[config.mk]
export PLATFORM = sky130hd
export DESIGN_NAME = epp_scan_ctrl
export DESIGN_NICKNAME = d
export VERILOG_FILES = /design/src/rtl/epp_pkg.sv /design/src/rtl/epp_line_shifter.sv /design/src/rtl/epp_scan_ctrl.sv
export SDC_FILE = /design/constraint.sdc
export NUM_CORES = 1
export LEC_CHECK = 0
export CORE_AREA = 2 2 87 89
export CTS_CLUSTER_SIZE = 20
export DETAILED_ROUTE_END_ITERATION = 7
export DIE_AREA = 0 0 89 91
export PLACE_DENSITY = 0.72
export SLEW_MARGIN = 30
export SYNTH_ARGS = -nofsm -noshare
export SYNTH_HDL_FRONTEND = slang
export SYNTH_SLANG_ARGS = --single-unit
[constraint.sdc]
create_clock -name sys_clk -period 5.89 [get_ports sys_clk]
set_input_delay 0.8835 -clock sys_clk [delete_from_list [all_inputs] [get_ports sys_clk]]
set_output_delay 0.8835 -clock sys_clk [all_outputs]
set_load 0.02 [all_outputs]
[src/rtl/epp_pkg.sv]
// Shared constants for the EPD scan controller: FSM state codes, update
// mode codes and the 2-bit pixel codes driven onto the source bus.
package epp_pkg;

    // FSM state codes
    localparam logic [2:0] ST_IDLE       = 3'd0;
    localparam logic [2:0] ST_FRM_START  = 3'd1;
    localparam logic [2:0] ST_LINE_DATA  = 3'd2;
    localparam logic [2:0] ST_LINE_LATCH = 3'd3;
    localparam logic [2:0] ST_LINE_GATE  = 3'd4;
    localparam logic [2:0] ST_FRM_END    = 3'd5;
    localparam logic [2:0] ST_DONE       = 3'd6;

    // Update modes (code 3 behaves as clear)
    localparam logic [1:0] MODE_STREAM    = 2'd0;
    localparam logic [1:0] MODE_CLEAR     = 2'd1;
    localparam logic [1:0] MODE_FILL      = 2'd2;
    localparam logic [1:0] MODE_CLEAR_ALT = 2'd3;

    // Pixel codes; NOOP pads the rest of a stream line after an abort
    localparam logic [1:0] PIX_CLEAR = 2'b10;
    localparam logic [1:0] PIX_FILL  = 2'b01;
    localparam logic [1:0] PIX_NOOP  = 2'b00;

    // Counter width able to hold 0..limit-1, never narrower than 1 bit
    function automatic int cnt_w(input int limit);
        return (limit <= 2) ? 1 : $clog2(limit);
    endfunction

endpackage

[src/rtl/epp_line_shifter.sv]
// Source-line beat generator: two cycles per beat (cl low with new data,
// then cl high), stalls in stream mode until upstream data is offered,
// and fills with a constant pixel code when fill_en is set.
// Handshake: a beat is taken from pix_data in the cycle where
// pix_valid && pix_ready; pix_ready is only high in a beat's cl-low cycle
// and never while fill_en is set.
module epp_line_shifter import epp_pkg::*; #(
    parameter int H_RES  = 960,
    parameter int DATA_W = 8
) (
    input  logic              clk,
    input  logic              rst,
    input  logic              run,
    input  logic              fill_en,
    input  logic [1:0]        fill_pix,
    input  logic [DATA_W-1:0] pix_data,
    input  logic              pix_valid,
    output logic              pix_ready,
    output logic              cl,
    output logic              first_beat,
    output logic              line_done,
    output logic [DATA_W-1:0] d
);
    localparam int BEATS = H_RES * 2 / DATA_W;
    localparam int BW    = cnt_w(BEATS);
    localparam logic [BW-1:0] BEAT_LAST = BW'(BEATS - 1);

    logic              phase;
    logic [BW-1:0]     beat_cnt;
    logic [DATA_W-1:0] data_q;
    logic              load;
    logic [DATA_W-1:0] load_val;

    // Beat decode; new data is shown on d in the cl-low cycle it is loaded
    always_comb begin
        pix_ready  = run & ~phase & ~fill_en;
        load       = run & ~phase & (fill_en | pix_valid);
        load_val   = fill_en ? {(DATA_W/2){fill_pix}} : pix_data;
        d          = load ? load_val : data_q;
        cl         = run & phase;
        first_beat = run & (beat_cnt == '0);
        line_done  = run & phase & (beat_cnt == BEAT_LAST);
    end

    // Phase/beat counters and held data; counters clear whenever idle
    always_ff @(posedge clk) begin
        if (rst) begin
            phase    <= 1'b0;
            beat_cnt <= '0;
            data_q   <= '0;
        end else if (!run) begin
            phase    <= 1'b0;
            beat_cnt <= '0;
        end else if (!phase) begin
            if (load) begin
                data_q <= load_val;
                phase  <= 1'b1;
            end
        end else begin
            phase    <= 1'b0;
            beat_cnt <= (beat_cnt == BEAT_LAST) ? '0 : beat_cnt + 1'b1;
        end
    end

endmodule

[src/rtl/epp_scan_ctrl.sv]
// EPD panel scan controller: frame/row FSM driving the gate signals and
// sequencing the source line shifter for num_frames waveform frames.
// An abort finishes the line in progress (stream beats padded with NOOP),
// then closes the frame and ends the update.
module epp_scan_ctrl import epp_pkg::*; #(
    parameter int H_RES  = 960,
    parameter int V_RES  = 540,
    parameter int DATA_W = 8,
    parameter int CKV_HI = 4
) (
    input  logic              sys_clk,
    input  logic              sys_rst,
    input  logic              start,
    input  logic [1:0]        mode,
    input  logic [7:0]        num_frames,
    input  logic              abort,
    input  logic [DATA_W-1:0] pix_data,
    input  logic              pix_valid,
    output logic              pix_ready,
    output logic              busy,
    output logic              done,
    output logic              epd_gmode,
    output logic              epd_spv,
    output logic              epd_ckv,
    output logic              epd_stl,
    output logic              epd_le,
    output logic              epd_oe,
    output logic              epd_cl,
    output logic [DATA_W-1:0] epd_d
);
    localparam int RW = cnt_w(V_RES);
    localparam int TW = cnt_w(2 * CKV_HI);
    localparam logic [RW-1:0] ROW_LAST = RW'(V_RES - 1);
    localparam logic [TW-1:0] T_LAST   = TW'(2 * CKV_HI - 1);
    localparam logic [TW-1:0] T_HALF   = TW'(CKV_HI);

    logic [2:0]    state, state_d;
    logic [TW-1:0] tcnt;
    logic [RW-1:0] row_cnt;
    logic [7:0]    frm_cnt;
    logic [1:0]    mode_q;
    logic [7:0]    nf_q;
    logic          abort_lat;
    logic          aborting;
    logic          line_run, line_done, first_beat, fill_en;
    logic [1:0]    fill_pix;

    // Next-state logic
    always_comb begin
        aborting = abort_lat | abort;
        state_d  = state;
        case (state)
            ST_IDLE:       if (start) state_d = (num_frames == 8'd0) ? ST_FRM_END : ST_FRM_START;
            ST_FRM_START:  if (tcnt == T_LAST) state_d = aborting ? ST_FRM_END : ST_LINE_DATA;
            ST_LINE_DATA:  if (line_done) state_d = ST_LINE_LATCH;
            ST_LINE_LATCH: state_d = ST_LINE_GATE;
            ST_LINE_GATE:  if (tcnt == T_LAST)
                               state_d = (aborting || row_cnt == ROW_LAST) ? ST_FRM_END : ST_LINE_DATA;
            ST_FRM_END:    state_d = (aborting || nf_q == 8'd0 || frm_cnt + 8'd1 == nf_q)
                                     ? ST_DONE : ST_FRM_START;
            ST_DONE:       state_d = ST_IDLE;
            default:       state_d = ST_IDLE;
        endcase
    end

    // State, timing, row/frame counters and latched request fields
    always_ff @(posedge sys_clk) begin
        if (sys_rst) begin
            state     <= ST_IDLE;
            tcnt      <= '0;
            row_cnt   <= '0;
            frm_cnt   <= '0;
            mode_q    <= MODE_STREAM;
            nf_q      <= '0;
            abort_lat <= 1'b0;
        end else begin
            state <= state_d;
            if ((state == ST_FRM_START || state == ST_LINE_GATE) && tcnt != T_LAST)
                tcnt <= tcnt + 1'b1;
            else
                tcnt <= '0;
            if (state == ST_IDLE && start) begin
                mode_q    <= mode;
                nf_q      <= num_frames;
                frm_cnt   <= '0;
                abort_lat <= 1'b0;
            end else if (state != ST_IDLE && abort) begin
                abort_lat <= 1'b1;
            end
            if (state == ST_FRM_START)
                row_cnt <= '0;
            else if (state == ST_LINE_GATE && tcnt == T_LAST)
                row_cnt <= (row_cnt == ROW_LAST) ? '0 : row_cnt + 1'b1;
            if (state == ST_FRM_END)
                frm_cnt <= frm_cnt + 8'd1;
        end
    end

    // Panel and status outputs decoded from the registered state
    always_comb begin
        line_run  = (state == ST_LINE_DATA);
        fill_en   = (mode_q != MODE_STREAM) | aborting;
        fill_pix  = (mode_q == MODE_STREAM) ? PIX_NOOP :
                    (mode_q == MODE_FILL)   ? PIX_FILL : PIX_CLEAR;
        busy      = (state != ST_IDLE);
        done      = (state == ST_DONE);
        epd_gmode = (state == ST_FRM_START) || (state == ST_LINE_DATA) ||
                    (state == ST_LINE_LATCH) || (state == ST_LINE_GATE);
        epd_oe    = epd_gmode;
        epd_spv   = (state != ST_FRM_START);
        epd_ckv   = ((state == ST_FRM_START) && (tcnt >= T_HALF)) ||
                    ((state == ST_LINE_GATE) && (tcnt <  T_HALF));
        epd_le    = (state == ST_LINE_LATCH);
        epd_stl   = ~first_beat;
    end

    epp_line_shifter #(
        .H_RES  (H_RES),
        .DATA_W (DATA_W)
    ) u_shifter (
        .clk        (sys_clk),
        .rst        (sys_rst),
        .run        (line_run),
        .fill_en    (fill_en),
        .fill_pix   (fill_pix),
        .pix_data   (pix_data),
        .pix_valid  (pix_valid),
        .pix_ready  (pix_ready),
        .cl         (epd_cl),
        .first_beat (first_beat),
        .line_done  (line_done),
        .d          (epd_d)
    );

endmodule
==> summary.txt <==
Logic synthesis
  – Mapped Nets: around 380
  – Cell variety after synth: 54
  – Avg Cell Area, Syn: about 8 sq um
  – Post-synth EDFFs: 0
  – Synthesis-stage register bit count: 52
  – Asr flop ratio synth: 0
  – YS warnings: 0
  – Synthesized area: 2780 sq um
  – Synth Flop Type: dfxtp_1
  – Post-synth top area share: 0.374
  – Area leader, netlist: dfxtp_1
  – Top cells by area, synth: dfxtp_1, a21oi_1, nand2_1, nor2_1, xor2_1
  – Register area share after synthesis: 0.374
  – Post-Syn Instances: around 350

Hold path
  – Hold Crit Class: flip-flop to flip-flop

Placement
  – HPWL after DPL: around 4.4 mm
  – Placed cells: approximately 470
  – Port Buffer Count: 40
  – DP Area: between 3000 and 4000 sq um
  – Final RePlAce weighted congestion: about 0.86

Routing
  – TritonRoute pass-1 iters: 4
  – Initial DRC count: 175
  – ANT nets after route: 0
  – Drt total wl: 6.14 mm
  – Via count: around 2,400
  – Drc violations: 0
  – Vias/cell: slightly above 5
  – Wire per inst: approximately 13 um

Layout
  – Post-route cell area: about 3300 sq um
  – Ant diodes: 0
  – Area Growth Syn to Fin: 17.1%
  – Final Util: 0.457
  – Fin nets: approximately 400
  – Share of cells above drive strength 1: 0.0561
  – Fillers: roughly 700
  – Post-Layout Cell Count: approximately 470

Clock tree
  – Maximum level of the CTS H-tree: 2
  – Num CTS Buffers: 5
  – CTS sink cnt: 52
  – Clk Latency, worst-skew pair: about 0.31 ns
  – CTS resizes: 0
  – Root Buffer: clkbuf_8
  – CTS tree: built
  – CTS hold repair buffers: 0
  – Post-CTS Repair Setup Buffers: 0
  – Clock transition at the registers of the reported paths: about 0.090 ns
  – CTS Buffer Depth: 2

Die
  – Core footprint: roughly 7000 sq um
  – Num rows: 31
  – Initial core utilization: 0.390
  – # IOs: between 40 and 50
  – Die height: around 91 um
  – Die Wd: approximately 89 um
  – Die area: about 8100 sq um

Outcome
  – Status: finished, final reports clean

Global route
  – Grt ovf: 0
  – Most used routing layer: met2
  – M2 GR Usage: 0.244
  – Vias in the first global route: approximately 2,300
  – Met3 GRT Util: 0.0345
  – Total GRT Usage: 0.161
  – Initial antenna violation count: 0
  – GRT met1 Usage: 0.230
  – Global-route wire length before repair: ~11 mm
  – Largest net degree at the start of global routing: 37

Timing
  – Setup TNS: 0 ns
  – Max-slew violations: 0
  – Fmax: around 230 MHz
  – Worst-Margin Slew: roughly 0.71 ns
  – Setup Skew: ~0.0070 ns
  – Final Setup Violations: 0
  – Unrepaired setup endpoints after global routing: no
  – Fin. Hold Viols: 0
  – Tmin final: around 4.3 ns
  – Tcrit/Tclk final: 0.728
  – Slew headroom: 0.529

Critical path
  – Critical path endpoint category: output port
  – Worst Path Arrival: 3.41 ns
  – CP max FO: 17
  – Critical Path Start Type: primary input
  – Crit path required time: between 5 and 6 ns
  – WS Path Type: primary input to output port

Power
  – Max rail drop VDD: roughly 0.14 mV
  – LEAKAGE: roughly 1.1 nW
  – Power per cell area: around 300 nW/um^2
  – Pwr Total: approximately 0.00097 W

Flow run
  – Maxcap violations: 0
## sequential cells by signal, summed over array words and instances (netlist names)
name and flops:
state 3, frm_cnt 8, u_shifter.beat_cnt 8, u_shifter.phase 1
abort_lat 1, mode_q 2, row_cnt 10, tcnt 3
u_shifter.data_q 8, nf_q 8
## area by class of cell
cell class                      count  area [sq um]  share of cell area
Inverter                            5          18.8             0.00576
Multi-Input combinational cell    268          1580               0.485
Clock inverter                      3          18.8             0.00576
Clock buffer                        5          68.8              0.0211
Sequential cell                    52          1040               0.320
Timing Repair Buffer               41           408               0.125
Tap cell                           99           124              0.0380
## worst max-delay path, stage by stage
cell and delay [ns]:
clkdlybuf4s50_1 0.54, nor3_1 0.44, nand2b_1 0.15, o21ai_2 0.52
nand2_1 0.13, o21ai_1 0.12, clkdlybuf4s50_1 0.62
## Yosys cell counts (2+ instances only)
| library cell | number |
|---|---|
| a211oi_1 | 2 |
| a21oi_1 | 37 |
| a31oi_1 | 3 |
| and2_1 | 5 |
| and3_1 | 4 |
| and3_2 | 2 |
| buf_2 | 2 |
| buf_4 | 2 |
| clkbuf_1 | 11 |
| clkbuf_8 | 5 |
| dfxtp_1 | 52 |
| ha_1 | 6 |
| inv_1 | 5 |
| mux2i_1 | 2 |
| nand2_1 | 45 |
| nand2b_1 | 3 |
| nand3_1 | 9 |
| nand3b_1 | 2 |
| nand4_1 | 8 |
| nor2_1 | 33 |
| nor2b_1 | 12 |
| nor3_1 | 10 |
| nor4_1 | 5 |
| nor4b_1 | 2 |
| o211ai_1 | 2 |
| o21ai_0 | 12 |
| o21ai_1 | 9 |
| o31ai_1 | 2 |
| or2b_2 | 2 |
| or3_1 | 3 |
| or3_2 | 2 |
| or4_1 | 4 |
| xnor2_1 | 9 |
| xor2_1 | 14 |
## cell families after synthesis
| family | count (synthesis) | synth area share |
|---|---|---|
| muxes | 2 | 0.00720 |
| AOI/OAI and AO/OA | 78 | 0.162 |
| and+or+nand+nor | 158 | 0.291 |
| adders and majority gates | 6 | 0.0270 |
| DFF | 52 | 0.374 |
| buffers and inverters | 26 | 0.0594 |
| xor gates and xnor gates | 24 | 0.0783 |
## cells in the final DEF, fill, tap and decap left out, drive strengths merged, types with 3 or more instances in the layout
cell	Yosys	final
nand2b	3	3
or3	5	5
inv	5	5
clkdlybuf4s50	0	40
a211oi	3	3
and3	6	6
or4	4	4
nor4	5	5
nor2	34	34
a31oi	3	3
o21ai	21	21
a21oi	37	37
dfxtp	52	52
nand4	8	8
xnor2	10	10
nand3	9	9
nor2b	12	12
nand2	45	45
clkbuf	16	5
and2	6	6
ha	6	6
nor3	10	10
clkinv	0	3
xor2	14	14
## final timing paths
path | cells after the start | slack [ns] | end | from
setup / recovery | 7 | 1.60 | epd_d[7] | abort
hold / removal | 1 | 0.44 | tcnt[0] | tcnt[0]
hold reg to reg | 1 | 0.44 | tcnt[0] | tcnt[0]
setup reg to reg | 7 | 3.44 | state[2] | frm_cnt[0]
## per-layer routing
metal | wire length [um] | part of all wire | vias to the layer above
met5 | 0 | 0 | -
met4 | 81 | 0.013 | 0
met3 | 236 | 0.038 | 9
met2 | 2880 | 0.47 | 45
met1 | 2940 | 0.48 | 1125
li1 | - | - | 1269
## stage by stage
step	setup slack [ns]	hold WS, ns
floorplan	2.82	0.398
global placement	1.44	0.411
detailed placement	1.24	0.427
CTS	1.24	0.442
global route	1.33	0.469
finish	1.60	0.442
## report_power, final
| part | leakage, nW | total, W | switching, W | internal (W) |
|---|---|---|---|---|
| clock | 0.0479 | 0.000204 | 0.000121 | 0.0000831 |
| combinational | 0.656 | 0.000340 | 0.000194 | 0.000146 |
| sequential | 0.421 | 0.000426 | 0.0000456 | 0.000380 |
| total | 1.12 | 0.000969 | 0.000360 | 0.000609 |
(Power assumes the default switching activity.)
